==> src/rtl/multicycle_control_pkg.sv <==
// control_pkg: shared definitions for the multi-cycle RV32I controller.
// State enum, opcode constants and the select/operation encodings that the
// datapath (mux selects, ALU, sign-extension unit) agrees on.
// Optional feature macro: MC_ILLEGAL_TRAP_EN adds the TRAP state.
package control_pkg;

  typedef enum logic [3:0] {
    S_FETCH    = 4'd0,
    S_DECODE   = 4'd1,
    S_MEMADR   = 4'd2,
    S_MEMREAD  = 4'd3,
    S_MEMWB    = 4'd4,
    S_MEMWRITE = 4'd5,
    S_EXECUTER = 4'd6,
    S_EXECUTEI = 4'd7,
    S_ALUWB    = 4'd8,
    S_BEQ      = 4'd9,
    S_JAL      = 4'd10
`ifdef MC_ILLEGAL_TRAP_EN
    , S_TRAP   = 4'd11
`endif
  } mc_state_t;

  // Opcodes (Instr[6:0])
  localparam logic [6:0] OP_LOAD   = 7'b0000011;
  localparam logic [6:0] OP_STORE  = 7'b0100011;
  localparam logic [6:0] OP_RTYPE  = 7'b0110011;
  localparam logic [6:0] OP_ITYPE  = 7'b0010011;
  localparam logic [6:0] OP_BRANCH = 7'b1100011;
  localparam logic [6:0] OP_JAL    = 7'b1101111;

  // ALU operations
  localparam logic [2:0] ALU_ADD = 3'b000;
  localparam logic [2:0] ALU_SUB = 3'b001;
  localparam logic [2:0] ALU_AND = 3'b010;
  localparam logic [2:0] ALU_OR  = 3'b011;
  localparam logic [2:0] ALU_SLT = 3'b101;

  // Immediate formats of the sign-extension unit
  localparam logic [1:0] IMM_I = 2'b00;
  localparam logic [1:0] IMM_S = 2'b01;
  localparam logic [1:0] IMM_B = 2'b10;
  localparam logic [1:0] IMM_J = 2'b11;

  // Result mux
  localparam logic [1:0] RES_ALUOUT    = 2'b00;
  localparam logic [1:0] RES_DATA      = 2'b01;
  localparam logic [1:0] RES_ALURESULT = 2'b10;

  // ALU A mux
  localparam logic [1:0] SRCA_PC    = 2'b00;
  localparam logic [1:0] SRCA_OLDPC = 2'b01;
  localparam logic [1:0] SRCA_RS1   = 2'b10;

  // ALU B mux
  localparam logic [1:0] SRCB_RS2    = 2'b00;
  localparam logic [1:0] SRCB_IMMEXT = 2'b01;
  localparam logic [1:0] SRCB_FOUR   = 2'b10;

  // Immediate format implied by the opcode; valid in every state.
  function automatic logic [1:0] imm_src_of(input logic [6:0] op);
    logic [1:0] imm;
    case (op)
      OP_STORE:  imm = IMM_S;
      OP_BRANCH: imm = IMM_B;
      OP_JAL:    imm = IMM_J;
      default:   imm = IMM_I;
    endcase
    return imm;
  endfunction

endpackage

==> src/rtl/multicycle_control_if.sv <==
// Control bus between the multi-cycle datapath and its sequencing controller.
// The datapath side (master) supplies instruction fields and status; the
// controller side (slave) returns selects and enables.
interface multicycle_control_if;
  logic [6:0] op;
  logic [2:0] funct3;
  logic       funct7b5;
  logic       Zero;
  logic       MemReady;
  logic       PCWrite;
  logic       AdrSrc;
  logic       MemWrite;
  logic       IRWrite;
  logic       RegWrite;
  logic [1:0] ResultSrc;
  logic [1:0] ALUSrcA;
  logic [1:0] ALUSrcB;
  logic [2:0] ALUControl;
  logic [1:0] ImmSrc;
  logic       Illegal;

  modport master (
    output op, funct3, funct7b5, Zero, MemReady,
    input  PCWrite, AdrSrc, MemWrite, IRWrite, RegWrite, ResultSrc,
           ALUSrcA, ALUSrcB, ALUControl, ImmSrc, Illegal
  );

  modport slave (
    input  op, funct3, funct7b5, Zero, MemReady,
    output PCWrite, AdrSrc, MemWrite, IRWrite, RegWrite, ResultSrc,
           ALUSrcA, ALUSrcB, ALUControl, ImmSrc, Illegal
  );
endinterface

==> src/rtl/multicycle_control_alu_decoder.sv <==
// alu_decoder: funct3/funct7b5 to ALU operation for R-type and I-type
// arithmetic. Only R-type distinguishes sub via funct7b5; addi never subtracts.
module alu_decoder
  import control_pkg::*;
(
  input  logic [6:0] op,
  input  logic [2:0] funct3,
  input  logic       funct7b5,
  output logic [2:0] alu_control
);

  // Select the ALU operation from the funct fields.
  always_comb begin
    alu_control = ALU_ADD;
    case (funct3)
      3'b000: begin
        if ((op == OP_RTYPE) && funct7b5) alu_control = ALU_SUB;
        else                               alu_control = ALU_ADD;
      end
      3'b010:  alu_control = ALU_SLT;
      3'b110:  alu_control = ALU_OR;
      3'b111:  alu_control = ALU_AND;
      default: alu_control = ALU_ADD;
    endcase
  end

endmodule

==> src/rtl/multicycle_control.sv <==
// multicycle_control: Moore sequencing FSM for the multi-cycle RV32I datapath.
// Fetch/memory states wait on MemReady. Outputs are combinational from the
// state (plus Zero, MemReady and the decode fields); rst gates all enables.
// Optional feature macro: MC_ILLEGAL_TRAP_EN (unknown opcodes park in TRAP).
module multicycle_control
  import control_pkg::*;
#(
  parameter int INSTRUCTION_WIDTH = 32
) (
  input  logic                clk,
  input  logic                rst,
  multicycle_control_if.slave ctl
);

  // op, funct3 and funct7b5 are taken from fixed bit positions up to Instr[30].
  if (INSTRUCTION_WIDTH < 31) begin : g_width_check
    $error("multicycle_control: INSTRUCTION_WIDTH too small for funct7b5");
  end

  mc_state_t  state_r;
  mc_state_t  next_state_s;
  logic [2:0] alu_dec_s;

  logic       pc_write_s;
  logic       adr_src_s;
  logic       mem_write_s;
  logic       ir_write_s;
  logic       reg_write_s;
  logic [1:0] result_src_s;
  logic [1:0] alu_src_a_s;
  logic [1:0] alu_src_b_s;
  logic [2:0] alu_control_s;
  logic [1:0] imm_src_s;
`ifdef MC_ILLEGAL_TRAP_EN
  logic       illegal_s;
`endif

  alu_decoder u_alu_decoder (
    .op          (ctl.op),
    .funct3      (ctl.funct3),
    .funct7b5    (ctl.funct7b5),
    .alu_control (alu_dec_s)
  );

  // State register; reset returns the sequencer to FETCH.
  always_ff @(posedge clk) begin
    if (rst) state_r <= S_FETCH;
    else     state_r <= next_state_s;
  end

  // Next-state and per-state datapath controls.
  always_comb begin
    next_state_s  = state_r;
    pc_write_s    = 1'b0;
    adr_src_s     = 1'b0;
    mem_write_s   = 1'b0;
    ir_write_s    = 1'b0;
    reg_write_s   = 1'b0;
    result_src_s  = RES_ALUOUT;
    alu_src_a_s   = SRCA_PC;
    alu_src_b_s   = SRCB_RS2;
    alu_control_s = ALU_ADD;
    imm_src_s     = imm_src_of(ctl.op);
`ifdef MC_ILLEGAL_TRAP_EN
    illegal_s     = 1'b0;
`endif
    case (state_r)
      S_FETCH: begin
        alu_src_a_s  = SRCA_PC;
        alu_src_b_s  = SRCB_FOUR;
        result_src_s = RES_ALURESULT;
        ir_write_s   = ctl.MemReady;
        pc_write_s   = ctl.MemReady;
        if (ctl.MemReady) next_state_s = S_DECODE;
        else              next_state_s = S_FETCH;
      end
      S_DECODE: begin
        // Branch target OldPC + imm lands in ALUOut for BEQ.
        alu_src_a_s = SRCA_OLDPC;
        alu_src_b_s = SRCB_IMMEXT;
        case (ctl.op)
          OP_LOAD, OP_STORE: next_state_s = S_MEMADR;
          OP_RTYPE:          next_state_s = S_EXECUTER;
          OP_ITYPE:          next_state_s = S_EXECUTEI;
          OP_BRANCH:         next_state_s = S_BEQ;
          OP_JAL:            next_state_s = S_JAL;
`ifdef MC_ILLEGAL_TRAP_EN
          default:           next_state_s = S_TRAP;
`else
          default:           next_state_s = S_FETCH;
`endif
        endcase
      end
      S_MEMADR: begin
        alu_src_a_s = SRCA_RS1;
        alu_src_b_s = SRCB_IMMEXT;
        if (ctl.op == OP_LOAD) next_state_s = S_MEMREAD;
        else                   next_state_s = S_MEMWRITE;
      end
      S_MEMREAD: begin
        adr_src_s    = 1'b1;
        result_src_s = RES_ALUOUT;
        if (ctl.MemReady) next_state_s = S_MEMWB;
        else              next_state_s = S_MEMREAD;
      end
      S_MEMWB: begin
        result_src_s = RES_DATA;
        reg_write_s  = 1'b1;
        next_state_s = S_FETCH;
      end
      S_MEMWRITE: begin
        adr_src_s    = 1'b1;
        result_src_s = RES_ALUOUT;
        mem_write_s  = 1'b1;
        if (ctl.MemReady) next_state_s = S_FETCH;
        else              next_state_s = S_MEMWRITE;
      end
      S_EXECUTER: begin
        alu_src_a_s   = SRCA_RS1;
        alu_src_b_s   = SRCB_RS2;
        alu_control_s = alu_dec_s;
        next_state_s  = S_ALUWB;
      end
      S_EXECUTEI: begin
        alu_src_a_s   = SRCA_RS1;
        alu_src_b_s   = SRCB_IMMEXT;
        alu_control_s = alu_dec_s;
        next_state_s  = S_ALUWB;
      end
      S_ALUWB: begin
        result_src_s = RES_ALUOUT;
        reg_write_s  = 1'b1;
        next_state_s = S_FETCH;
      end
      S_BEQ: begin
        alu_src_a_s   = SRCA_RS1;
        alu_src_b_s   = SRCB_RS2;
        alu_control_s = ALU_SUB;
        result_src_s  = RES_ALUOUT;
        pc_write_s    = ctl.Zero;
        next_state_s  = S_FETCH;
      end
      S_JAL: begin
        // PC <- branch target in ALUOut; ALU forms OldPC + 4 for the link.
        alu_src_a_s  = SRCA_OLDPC;
        alu_src_b_s  = SRCB_FOUR;
        result_src_s = RES_ALUOUT;
        pc_write_s   = 1'b1;
        next_state_s = S_ALUWB;
      end
`ifdef MC_ILLEGAL_TRAP_EN
      S_TRAP: begin
        illegal_s    = 1'b1;
        next_state_s = S_TRAP;
      end
`endif
      default: begin
        next_state_s = S_FETCH;
      end
    endcase
  end

  // Reset cycle must never commit a write, so every enable is gated by rst.
  assign ctl.PCWrite    = pc_write_s  & ~rst;
  assign ctl.IRWrite    = ir_write_s  & ~rst;
  assign ctl.MemWrite   = mem_write_s & ~rst;
  assign ctl.RegWrite   = reg_write_s & ~rst;
  assign ctl.AdrSrc     = adr_src_s;
  assign ctl.ResultSrc  = result_src_s;
  assign ctl.ALUSrcA    = alu_src_a_s;
  assign ctl.ALUSrcB    = alu_src_b_s;
  assign ctl.ALUControl = alu_control_s;
  assign ctl.ImmSrc     = imm_src_s;
`ifdef MC_ILLEGAL_TRAP_EN
  assign ctl.Illegal    = illegal_s & ~rst;
`else
  assign ctl.Illegal    = 1'b0;
`endif

endmodule

==> src/flat_wrapper.sv <==
// flat-port wrapper written by rule: the top's interface ports become plain ports
module multicycle_control_flat import control_pkg::*;
#(
  parameter int INSTRUCTION_WIDTH = 32
)
  (clk, rst, ctl_op, ctl_funct3, ctl_funct7b5, ctl_Zero, ctl_MemReady, ctl_PCWrite, ctl_AdrSrc, ctl_MemWrite, ctl_IRWrite, ctl_RegWrite, ctl_ResultSrc, ctl_ALUSrcA, ctl_ALUSrcB, ctl_ALUControl, ctl_ImmSrc, ctl_Illegal);
  multicycle_control_if ctl_i ();
  input  logic clk;
  input  logic rst;
  input wire logic [$bits(ctl_i.op)-1:0] ctl_op;
  input wire logic [$bits(ctl_i.funct3)-1:0] ctl_funct3;
  input wire logic [$bits(ctl_i.funct7b5)-1:0] ctl_funct7b5;
  input wire logic [$bits(ctl_i.Zero)-1:0] ctl_Zero;
  input wire logic [$bits(ctl_i.MemReady)-1:0] ctl_MemReady;
  output wire logic [$bits(ctl_i.PCWrite)-1:0] ctl_PCWrite;
  output wire logic [$bits(ctl_i.AdrSrc)-1:0] ctl_AdrSrc;
  output wire logic [$bits(ctl_i.MemWrite)-1:0] ctl_MemWrite;
  output wire logic [$bits(ctl_i.IRWrite)-1:0] ctl_IRWrite;
  output wire logic [$bits(ctl_i.RegWrite)-1:0] ctl_RegWrite;
  output wire logic [$bits(ctl_i.ResultSrc)-1:0] ctl_ResultSrc;
  output wire logic [$bits(ctl_i.ALUSrcA)-1:0] ctl_ALUSrcA;
  output wire logic [$bits(ctl_i.ALUSrcB)-1:0] ctl_ALUSrcB;
  output wire logic [$bits(ctl_i.ALUControl)-1:0] ctl_ALUControl;
  output wire logic [$bits(ctl_i.ImmSrc)-1:0] ctl_ImmSrc;
  output wire logic [$bits(ctl_i.Illegal)-1:0] ctl_Illegal;
  assign ctl_i.op = ctl_op;
  assign ctl_i.funct3 = ctl_funct3;
  assign ctl_i.funct7b5 = ctl_funct7b5;
  assign ctl_i.Zero = ctl_Zero;
  assign ctl_i.MemReady = ctl_MemReady;
  assign ctl_PCWrite = ctl_i.PCWrite;
  assign ctl_AdrSrc = ctl_i.AdrSrc;
  assign ctl_MemWrite = ctl_i.MemWrite;
  assign ctl_IRWrite = ctl_i.IRWrite;
  assign ctl_RegWrite = ctl_i.RegWrite;
  assign ctl_ResultSrc = ctl_i.ResultSrc;
  assign ctl_ALUSrcA = ctl_i.ALUSrcA;
  assign ctl_ALUSrcB = ctl_i.ALUSrcB;
  assign ctl_ALUControl = ctl_i.ALUControl;
  assign ctl_ImmSrc = ctl_i.ImmSrc;
  assign ctl_Illegal = ctl_i.Illegal;
  multicycle_control #(.INSTRUCTION_WIDTH(INSTRUCTION_WIDTH)) u_core (.clk(clk), .rst(rst), .ctl(ctl_i));
endmodule
==> config.mk <==
export PLATFORM = sky130hd
export DESIGN_NAME = multicycle_control_flat
export DESIGN_NICKNAME = d
export VERILOG_FILES = /design/src/rtl/multicycle_control_pkg.sv /design/src/rtl/multicycle_control_if.sv /design/src/rtl/multicycle_control_alu_decoder.sv /design/src/rtl/multicycle_control.sv /design/src/flat_wrapper.sv
export SDC_FILE = /design/constraint.sdc
export NUM_CORES = 1
export LEC_CHECK = 0
export BUFFER_PORTS_ARGS = -buffer_cell sky130_fd_sc_hd__buf_2
export CORE_MARGIN = 5
export CORE_UTILIZATION = 38
export DETAILED_ROUTE_END_ITERATION = 8
export PLACE_DENSITY = 0.81
export SYNTH_ARGS = -nofsm -noshare
export SYNTH_HDL_FRONTEND = slang
export SYNTH_SLANG_ARGS = --single-unit
==> constraint.sdc <==
create_clock -name clk -period 2 [get_ports clk]
set_clock_uncertainty 0.05 [all_clocks]
set_input_delay 0.1 -clock clk [delete_from_list [all_inputs] [get_ports clk]]
set_output_delay 0.1 -clock clk [all_outputs]
set_load 0.01 [all_outputs]
==> impl_metrics.csv <==
group,metric,value,unit
outcome,status,"completed",
synthesis,syn_inst,87,
floorplanning,rows,14,
synthesis,avgSynthCellArea,6.96,µm²
timing,hold_slack,0.0795,ns
critical_path,crit_path_start,"u_core.state_r[0]",
worst_hold_path,hp-start,"rst",
routing,initialDrtViolationCount,26,
routing,routed_via_density,6.00,
clock_network,path_clk_slew,0.04,ns
clock_network,numCtsBuffers,3,
timing,period_needed,1.80,ns
critical_path,crit_chain,"nor2b_1 > a21o_1 > a21oi_1 > nor3_1 > buf_2",
final_layout,final_common_cell,"buf_2",
critical_path,ff2ff_path_depth,4,
synthesis,synth.top_cells.by_area,"dfxtp_1 13%, nor3_1 6.6%, nand2b_1 6.2%",
final_layout,drive_above_1_share,34.5,%
routing,wl_per_cell,13.2,µm
floorplanning,start_util,40.2,%
grt,grt_pass1_wl,2.80,mm
critical_path,rr_endpoint,"u_core.state_r[0]",
clock_network,clock_sinks,4,
grt,antenna_found_initial,0,
final_layout,diodes,0,
critical_path,worstSetupPathType,"reg -> out",
critical_path,crit_fanout,16,
critical_path,crit_required,1.85,ns
place,placed_area,741,µm²
pwr,p_sw_share,30.4,%
synthesis,async_flop_share,0,%
critical_path,arrival,1.65,ns
final_layout,fin_area,766,µm²
final_layout,syn_to_final_growth,26.4,%
floorplanning,die_w,49.9,µm
grt,grt.total_usage,14.2,%
floorplanning,die_y,49.9,µm
timing,setup_viol,0,
clock_network,clk-insertion-delay-late,0.24,ns
critical_path,worst_setup_path_start_kind,"register",
grt,overflow,0,
final_layout,reg_top3,"u_core.state_r (4)",
clock_network,clock_path_buffers,2,
synthesis,synthFlopType,"dfxtp_1",
floorplanning,fp.coreArea,1510,µm²
pwr,p_switching,79.8,µW
final_layout,largest_register,"u_core.state_r",
pwr,pwr-share-seq,33.2,%
routing,wl,1.71,mm
routing,drcViolationCount,0,
timing,hold_viol,0,
critical_path,crit_end,"ctl_PCWrite",
synthesis,synth_edf_count,0,
clock_network,cts_tree,"built",
place,gp_congestion,0.860,
pwr,combPwrFrac,28.4,%
pwr,vdd_drop_max,0.279,mV
clock_network,cts_root_buffer,"clkbuf_4",
pwr,p_int,183,µW
synthesis,yosysSeqAreaShare,13.2,%
synthesis,synth_seq_cells,4,
critical_path,slowest_stage,"dfxtp_1",
timing,max_freq,555,MHz
job,max_cap_violations,0,
final_layout,layout.cells.non_filler,129,
pwr,p_leak,0.327,nW
synthesis,synth.top_cell.area_share,13.2,%
timing,finalSetupTns,0,ns
final_layout,utilization,50.8,%
final_layout,layout_common_cells,"30 x buf_2, 8 x nor3_1, 7 x nand2_1",
synthesis,synth_cell_types,36,
final_layout,largest_reg_flops,4,
pwr,power_density,343,nW/µm²
critical_path,crit_path_max_incr_delay,0.59,ns
synthesis,synth_area_leader_cell,"dfxtp_1",
final_layout,finalNetCount,130,
routing,ant_nets,0,
critical_path,rr_startpoint,"u_core.state_r[0]",
place,post-dp-hpwl,1.32,mm
place,port_buffers,30,
routing,vias,774,
synthesis,syn_area,606,µm²
pwr,clkPwrFrac,38.3,%
timing,fin_crit_sh,90.1,%
synthesis,yosys_warnings,0,
grt,grt_pass1_vias,645,
critical_path,endpoint_kind,"output port",
critical_path,regToRegSetupSlack,0.43,ns
place,placed_cells,126,
routing,firstDrtPassIters,4,
worst_hold_path,hp-class,"in -> reg",
clock_network,h-tree-depth,1,
floorplanning,die_area,2490,µm²
timing,slew_violations,0,
timing,rsz0062_at_grt,"no",
grt,grt_max_degree,20,
synthesis,synth_nets,102,
floorplanning,ioPinCount,32,
-- routing by layer --
metal  vias up  routed length [µm]  GRT usage, %
met1       353                 704          16.7
met3         4                 132          3.31
met4         0                  31          9.17
met5         -                   0             0
met2        32                 837          22.7
li1        385                   -             -
-- worst min-delay path by stage --
stage | end | slack, ns | depth (start not counted)
2_1_floorplan | u_core.state_r[3] | 0.12 | 1
3_3_place_gp | u_core.state_r[0] | 0.33 | 2
3_5_place_dp | u_core.state_r[3] | 0.33 | 2
4_1_cts | u_core.state_r[0] | 0.08 | 2
5_1_grt | u_core.state_r[3] | 0.1 | 2
6_report | u_core.state_r[3] | 0.08 | 2
-- critical path, delay by kind of cell, from the launching register on --
family / cells / cell delay [ns]
flops: 1 / 0.59
buf+inv: 1 / 0.15
compound gates: 2 / 0.21
simple gates: 2 / 0.45
-- power groups by stage --
stage	sequential (mW)	clock, mW	combinational, mW
after global routing	0.0880	0.115	0.0836
after global placement	0.0882	0	0.0741
after detailed placement	0.0884	0	0.0746
after CTS	0.0871	0.109	0.0752
final	0.0874	0.101	0.0747
after floorplan	0.0844	0	0.0462
-- repair_timing --
action	CTS	global route
setup buffers	0	0
gates resized for setup	0	2
setup endpoints to repair	0	2
hold buffers	0	0
-- area by class of cell --
type                            instances  area, µm²
Inverter                                2       7.51
Fill cell                             157        741
Multi-Input combinational cell         73        475
Clock buffer                            3       22.5
Tap cell                               16       20.0
Timing Repair Buffer                   31        158
Sequential cell                         4       82.6
-- cells in the mapped netlist, types with 2 or more instances --
master	count
buf_2	4
nor3b_1	4
nor2b_1	6
nor2_1	4
buf_4	2
inv_1	2
dfxtp_1	4
nand2_1	7
nor4_1	4
a211oi_1	3
a31oi_1	3
nor4b_1	3
nor3_1	8
a21oi_1	6
nand2b_1	6
-- through the flow --
step           worst slack [ns]  power, mW
3_3_place_gp              0.430      0.162
2_1_floorplan             0.596      0.131
6_report                  0.198      0.263
4_1_cts                   0.112      0.271
3_5_place_dp              0.386      0.163
5_1_grt                  0.0243      0.286
-- cells by family after synthesis --
family                    count (synthesis)  share of synthesized area (%)
DFF                                       4                           13.2
and+or+nand+nor                          48                           48.4
AOI/OAI and AO/OA                        22                           26.7
other                                     1                          0.619
buffers and inverters                    10                           8.26
xor gates and xnor gates                  2                           2.89
Power figures use the tool's default switching activity.
